$ cat config.mk
export PLATFORM = sky130hd
export DESIGN_NAME = proc_control_unit
export DESIGN_NICKNAME = d
export VERILOG_FILES = /design/src/rtl/proc_control_unit.sv
export SDC_FILE = /design/constraint.sdc
export NUM_CORES = 1
export LEC_CHECK = 0
export CAP_MARGIN = 15
export CORE_AREA = 2 2 39 41
export DETAILED_ROUTE_END_ITERATION = 6
export DIE_AREA = 0 0 41 43
export DONT_BUFFER_PORTS = 1
export PLACE_DENSITY = 0.51
export RECOVER_POWER = 50
export SYNTH_ARGS = -nofsm -noshare
export SYNTH_HDL_FRONTEND = slang
export SYNTH_SLANG_ARGS = --single-unit
$ cat constraint.sdc
create_clock -name Clock -period 1.4 [get_ports Clock]
set_input_delay 0.28 -clock Clock [delete_from_list [all_inputs] [get_ports Clock]]
set_output_delay 0.28 -clock Clock [all_outputs]
set_load 0.1 [all_outputs]
$ cat src/rtl/proc_control_unit.sv
// proc_control_unit: instruction-sequencing FSM for the 16-bit bus processor.
// Fetch/decode control for mv, mvi, add and sub (2 to 4 cycles). It drives the
// one-hot select of the 10-input bus multiplexer and the register, A, G and IR
// load enables.
//
// Optional feature: define CU_MVNZ_EN to execute opcode 100 as mvnz Rx,Ry,
// which is a conditional move on the Gnz flag. When it is undefined, opcode 100
// is a NOP and Gnz is unused.
//
// Ports:
//   Clock    in   1   system clock; state updates on the rising edge
//   Resetn   in   1   asynchronous active-low reset
//   Run      in   1   start request, sampled only in T0
//   IR       in   9   instruction III_XXX_YYY: [8:6] opcode, [5:3] X, [2:0] Y
//   Gnz      in   1   G nonzero flag (mvnz only)
//   bus_sel  out  10  one-hot bus select: [7:0] R0..R7, [8] G, [9] Din
//   Rin      out  8   register load enables, one-hot or zero
//   IRin     out  1   IR load enable
//   Ain      out  1   A load enable
//   Gin      out  1   G load enable
//   AddSub   out  1   ALU mode: 0 add, 1 subtract
//   Done     out  1   instruction completes this cycle
//
// The outputs are combinational decodes of the state and IR. The datapath
// consumes them in the same cycle, so they are not registered.
module proc_control_unit (
    input  logic       Clock,
    input  logic       Resetn,
    input  logic       Run,
    input  logic [8:0] IR,
    input  logic       Gnz,
    output logic [9:0] bus_sel,
    output logic [7:0] Rin,
    output logic       IRin,
    output logic       Ain,
    output logic       Gin,
    output logic       AddSub,
    output logic       Done
);

    localparam int unsigned SEL_W   = 10;
    localparam int unsigned REG_N   = 8;
    localparam int unsigned SEL_G   = 8;
    localparam int unsigned SEL_DIN = 9;

    localparam logic [SEL_W-1:0] SEL_DIN_OH = SEL_W'(1) << SEL_DIN;
    localparam logic [SEL_W-1:0] SEL_G_OH   = SEL_W'(1) << SEL_G;

    localparam logic [2:0] OP_MV   = 3'b000;
    localparam logic [2:0] OP_MVI  = 3'b001;
    localparam logic [2:0] OP_ADD  = 3'b010;
    localparam logic [2:0] OP_SUB  = 3'b011;
`ifdef CU_MVNZ_EN
    localparam logic [2:0] OP_MVNZ = 3'b100;
`endif

    typedef enum logic [1:0] {
        T0 = 2'd0,
        T1 = 2'd1,
        T2 = 2'd2,
        T3 = 2'd3
    } state_t;

    state_t     state;
    state_t     state_next;
    logic [2:0] opcode;
    logic [2:0] rx;
    logic [2:0] ry;

    assign opcode = IR[8:6];
    assign rx     = IR[5:3];
    assign ry     = IR[2:0];

`ifndef CU_MVNZ_EN
    // Gnz only feeds the conditional move.
    logic unused_gnz;
    assign unused_gnz = Gnz;
`endif

    // Bus-select one-hot for general register r (bits 0..7).
    function automatic logic [SEL_W-1:0] sel_reg(input logic [2:0] r);
        return SEL_W'(1) << r;
    endfunction

    // Register load enable one-hot for register r.
    function automatic logic [REG_N-1:0] rin_reg(input logic [2:0] r);
        return REG_N'(1) << r;
    endfunction

    // State register
    always_ff @(posedge Clock or negedge Resetn) begin
        if (!Resetn) begin
            state <= T0;
        end else begin
            state <= state_next;
        end
    end

    // Next-state and output decode
    always_comb begin
        state_next = state;
        bus_sel    = SEL_DIN_OH;
        Rin        = '0;
        IRin       = 1'b0;
        Ain        = 1'b0;
        Gin        = 1'b0;
        AddSub     = 1'b0;
        Done       = 1'b0;

        // An asserted reset holds every output at its default, so Run cannot
        // raise IRin while the state register is still forced to T0.
        if (!Resetn) begin
            state_next = T0;
        end else begin
            unique case (state)
                T0: begin
                    IRin       = Run;
                    state_next = Run ? T1 : T0;
                end

                T1: begin
                    state_next = T0;
                    case (opcode)
                        OP_MV: begin
                            bus_sel = sel_reg(ry);
                            Rin     = rin_reg(rx);
                            Done    = 1'b1;
                        end
                        OP_MVI: begin
                            bus_sel = SEL_DIN_OH;
                            Rin     = rin_reg(rx);
                            Done    = 1'b1;
                        end
                        OP_ADD, OP_SUB: begin
                            bus_sel    = sel_reg(rx);
                            Ain        = 1'b1;
                            state_next = T2;
                        end
`ifdef CU_MVNZ_EN
                        OP_MVNZ: begin
                            // If G is zero, finish without a register write. The bus
                            // stays on Din so that it remains one-hot.
                            if (Gnz) begin
                                bus_sel = sel_reg(ry);
                                Rin     = rin_reg(rx);
                            end
                            Done = 1'b1;
                        end
`endif
                        default: begin
                            Done = 1'b1;
                        end
                    endcase
                end

                T2: begin
                    bus_sel    = sel_reg(ry);
                    Gin        = 1'b1;
                    AddSub     = IR[6];
                    state_next = T3;
                end

                T3: begin
                    bus_sel    = SEL_G_OH;
                    Rin        = rin_reg(rx);
                    Done       = 1'b1;
                    state_next = T0;
                end

                default: begin
                    state_next = T0;
                end
            endcase
        end
    end

endmodule

==> flow_summary_export.csv, run 1 <==
group,metric,value,unit
run_status,status,"aborted with a tool error",
placed_design,io_buffers,0,
timing,worst-ep-kind,"output port",
clock_tree,cts_sinks,2,
placed_design,globalplace.congestion,0.753,
synth,synth_area,478,µm²
run_status,error_line,"[ERROR DPL-0038] Utilization greater than 100%, impossible to legalize",
run_status,lastStage,"global routing (5_1_grt)",
clock_tree,cts_buffers,3,
synth,synth-seq-cells,2,
synth,syn_avg_cell_area,6.64,µm²
timing,worstEndpointGrtRepair,"bus_sel[4]",
clock_tree,clockRootBuffer,"clkbuf_4",
synth,ys_types,36,
placed_design,dp_hpwl,1520,µm
grt,grt_max_degree,20,
synth,syn-num-nets,85,
floorplan,fp.dieH,43,µm
floorplan,start_util,0.345,
synth,synthArstFlopShare,1.00,
placed_design,place_area,0.00121,mm²
synth,synth_cells,72,
floorplan,die_w,41,µm
synth,synth_ff_type,"dfrtp_1",
synth,synth-seq-area-share,0.105,
clock_tree,h-tree-depth,1,
floorplan,ioPinCount,36,
floorplan,row_count,14,
clock_tree,clk_path_buf_depth,2,
synth,synth_edf_count,0,
synth,synth_warnings,0,
[cell usage after synthesis, drive strengths merged (2+ instances only)]
| cell type | instances | area (µm²) |
|---|---|---|
| nor3 | 3 | 15.0 |
| o21ai | 4 | 20.0 |
| nand2b | 2 | 12.5 |
| nand4 | 2 | 12.5 |
| nor2 | 11 | 41.3 |
| or2 | 2 | 12.5 |
| buf | 3 | 21.3 |
| nand2 | 3 | 11.3 |
| o2111ai | 2 | 17.5 |
| and2 | 2 | 15.0 |
| a21oi | 2 | 13.8 |
| inv | 2 | 7.51 |
| dfrtp | 2 | 50.1 |
| nand3 | 6 | 30.0 |
| nor3b | 2 | 15.0 |
| and3 | 4 | 25.0 |
| nor2b | 5 | 33.8 |
| o22ai | 3 | 18.8 |
[cell families after synthesis]
family	count (synthesis)	share of synthesized area
buffers and inverters	6	0.0681
AND/OR/NAND/NOR	49	0.605
flip-flops	2	0.105
AO/OA/AOI/OAI	15	0.223
[repair_timing]
| action | in CTS |
|---|---|
| hold endpoints to repair | 2 |
| pin swaps | 11 |
| resized for setup | 16 |
| setup endpoints to repair | 24 |
| hold buffers | 1 |
| buffers inserted | 5 |
| gates cloned | 0 |
[per-stage QoR]
stage / setup slack, ps / instances / hold slack (ps) / TNS, ps / utilization
after CTS: -470 / 126 / 228 / -8530 / 0.967
after detailed placement: -243 / 118 / -15.3 / -3110 / 0.872
after global placement: -219 / 118 / -15.3 / -2660 / 0.872
after floorplan: -465 / 72 / -15.6 / -7050 / -
==> run 2: changes to the inputs <==
--- a/config.mk
+++ b/config.mk
@@ -6,11 +6,11 @@
 export NUM_CORES = 1
 export LEC_CHECK = 0
 export CAP_MARGIN = 15
-export CORE_AREA = 2 2 39 41
+export CORE_AREA = 2 2 63 65
 export DETAILED_ROUTE_END_ITERATION = 6
-export DIE_AREA = 0 0 41 43
+export DIE_AREA = 0 0 65 67
 export DONT_BUFFER_PORTS = 1
-export PLACE_DENSITY = 0.51
+export PLACE_DENSITY_LB_ADDON = 0.15
 export RECOVER_POWER = 50
 export SYNTH_ARGS = -nofsm -noshare
 export SYNTH_HDL_FRONTEND = slang
==> flow_summary_export.csv, run 2 <==
group,metric,value,unit
run_status,status,"complete, but fails checks",
run_status,violations,"negative setup slack",
cells_and_area,largest_reg_flops,2,
clock_tree,cts_buffers,3,
routing,vias,680,
timing,setup_tns,-7380,ps
routing,drc_errors,0,
setup_path,start_kind,"flop",
placed_design,place_area,0.00122,mm²
synth,synth_ff_type,"dfrtp_1",
cells_and_area,final_cell_mix,"buf_12, buf_4, nor2_4",
cells_and_area,drive_above_1_share,0.700,
setup_path,critPathCaptureType,"output port",
clock_tree,worstSkewPairLatency,210,ps
clock_tree,h-tree-depth,1,
timing,slew_headroom,0.798,
synth,synthArstFlopShare,1.00,
timing,fmax,0.552,GHz
floorplan,die_w,65,µm
setup_path,r2r_end,"state[1]$_DFF_PN0_",
synth,synth_warnings,0,
timing,period_share,1.29,
power_and_ir_drop,ir_drop,0.221,mV
run,maxCapViolations,0,
synth,syn-num-nets,85,
routing,via_per_inst,4.30,
synth,yosys.area.top_type,"dfrtp_1",
routing,wl_per_cell,12.4,µm
synth,synth_area,478,µm²
setup_path,cp.required,1120,ps
synth,synth_edf_count,0,
routing,initialDrtViolationCount,42,
cells_and_area,reg.largest.list,"state x2",
clock_tree,cts_sinks,2,
placed_design,dpl.cell_count,148,
clock_tree,clk_path_buf_depth,2,
cells_and_area,final_area,0.00139,mm²
cells_and_area,area_growth,191,%
cells_and_area,diodes,0,
placed_design,dp_hpwl,1550,µm
synth,synth_cells,72,
routing,wl_met3,181,µm
synth,synth_top_area_share,0.105,
clock_tree,clockRootBuffer,"clkbuf_8",
floorplan,core_area,0.00361,mm²
setup_path,worstReg2RegStart,"state[1]$_DFF_PN0_",
clock_tree,cts_tree,"yes",
synth,synth-seq-area-share,0.105,
power_and_ir_drop,power_density,368,mW/mm²
routing,antenna_left,0,
placed_design,io_buffers,0,
floorplan,fp.dieH,67,µm
timing,grt_setup_unrepaired,"yes",
clock_tree,path_clk_slew,30,ps
grt,antenna_found_initial,0,
grt,grt_overflow_total,0,
floorplan,die-area,0.00436,mm²
grt,grt_pass1_vias,714,
setup_path,crit_fanout,7,
cells_and_area,layout_commonest_cell,"buf_12",
floorplan,ioPinCount,36,
routing,wl,1950,µm
setup_path,worst-setup-path-type,"flop to output port",
setup_path,crit_path_end,"bus_sel[4]",
synth,syn_avg_cell_area,6.64,µm²
routing,top_layer,"met3",
floorplan,row_count,22,
setup_path,worst_ep_arrival_time,1530,ps
routing,wl_met2,882,µm
cells_and_area,final_nets,125,
routing,drtPass1Iterations,4,
placed_design,globalplace.congestion,0.705,
synth,ys_types,36,
setup_path,rr_worst_depth,4,
timing,period_needed,1810,ps
synth,yosysMostFrequentCell,"nor2_1",
synth,synth.area.top_cells,"dfrtp_1, nor2_1, nand3_1",
timing,fin_skew,5.26,ps
timing,worst_slack,-410,ps
hold_path,hold_path.class,"primary input to flop",
grt,grt_pass1_wl,3380,µm
grt,grt_max_degree,20,
timing,finalSetupViolCount,24,
cells_and_area,regMostFlops,"state",
timing,slew_viol_final,0,
synth,yosys-top-cells-count,"nor2_1, nand3_1, and3_1, nor2b_1",
setup_path,rrSetupSlack,-100,ps
setup_path,crit_path_start,"state[1]$_DFF_PN0_",
grt,track_usage,0.0989,
power_and_ir_drop,finalPower,0.511,mW
power_and_ir_drop,p_leak,0.482,nW
timing,hold_viol_final,0,
floorplan,start_util,0.133,
synth,synth-seq-cells,2,
routing,wl_met1,890,µm
timing,tightest_slew,302,ps
cells_and_area,fin_cells,158,
[run 2: cell counts after synthesis]
No cell type changed its count.
[run 2: where the power goes]
part,internal (mW),switching (mW)
Sequential,0.0615,0.00460
Combinational,0.0899,0.126
Clock,0.182,0.0469
[run 2: routing by layer]
layer  vias up  global-route usage
met4         0              0.0160
li1        344                   -
met5         -                   0
met3         0              0.0372
met1       314               0.130
met2        22               0.156
[run 2: stage by stage]
step           utilization  hold WS (ps)  setup WS [ps]
6_report             0.385           251           -410
5_1_grt              0.385           269           -457
4_1_cts              0.380           262           -439
3_5_place_dp         0.338         -15.1           -246
3_3_place_gp         0.338         -15.2           -251
2_1_floorplan            -         -15.6           -465
[run 2: timing repair]
item                                    4_1_cts  5_1_grt
setup buffers                                 4        4
resized for setup                            14        1
endpoints found under the hold margin         2        0
pin swaps                                    11        3
hold buffers                                  1        0
endpoints found under the setup margin       24       24
[run 2: worst max-delay path: stages, from the launching register on]
cell and delay, ps:
dfrtp_2 430, and4bb_4 400, nand3_4 110, o22ai_4 180
buf_12 190
[run 2: kinds of logic (layout without fill, tap and decap cells)]
kind of cell / Yosys count / count (layout) / share of synthesized area
flip-flops: 2 / 2 / 0.105
AO/OA/AOI/OAI: 15 / 15 / 0.223
AND/OR/NAND/NOR: 49 / 49 / 0.605
buffers and inverters: 6 / 44 / 0.0681
[run 2: final cells by class]
type	instances	area (µm²)
clock buffer	3	41.3
tap	48	60.1
sequential	2	52.6
timing repair buffer	39	589
inverter	2	7.51
multi-input combinational	64	639
fill	371	2220
[run 2: worst min-delay path by stage]
stage	cells after the start	slack [ps]	to	start
global placement	0	-20	state[1]$_DFF_PN0_	Resetn
CTS	2	260	state[0]$_DFF_PN0_	Run
detailed placement	0	-20	state[1]$_DFF_PN0_	Resetn
global route	2	270	state[0]$_DFF_PN0_	Resetn
floorplan	0	-20	state[0]$_DFF_PN0_	Resetn
finish	2	250	state[0]$_DFF_PN0_	Run
No activity file was read; power rests on OpenSTA's default activity.
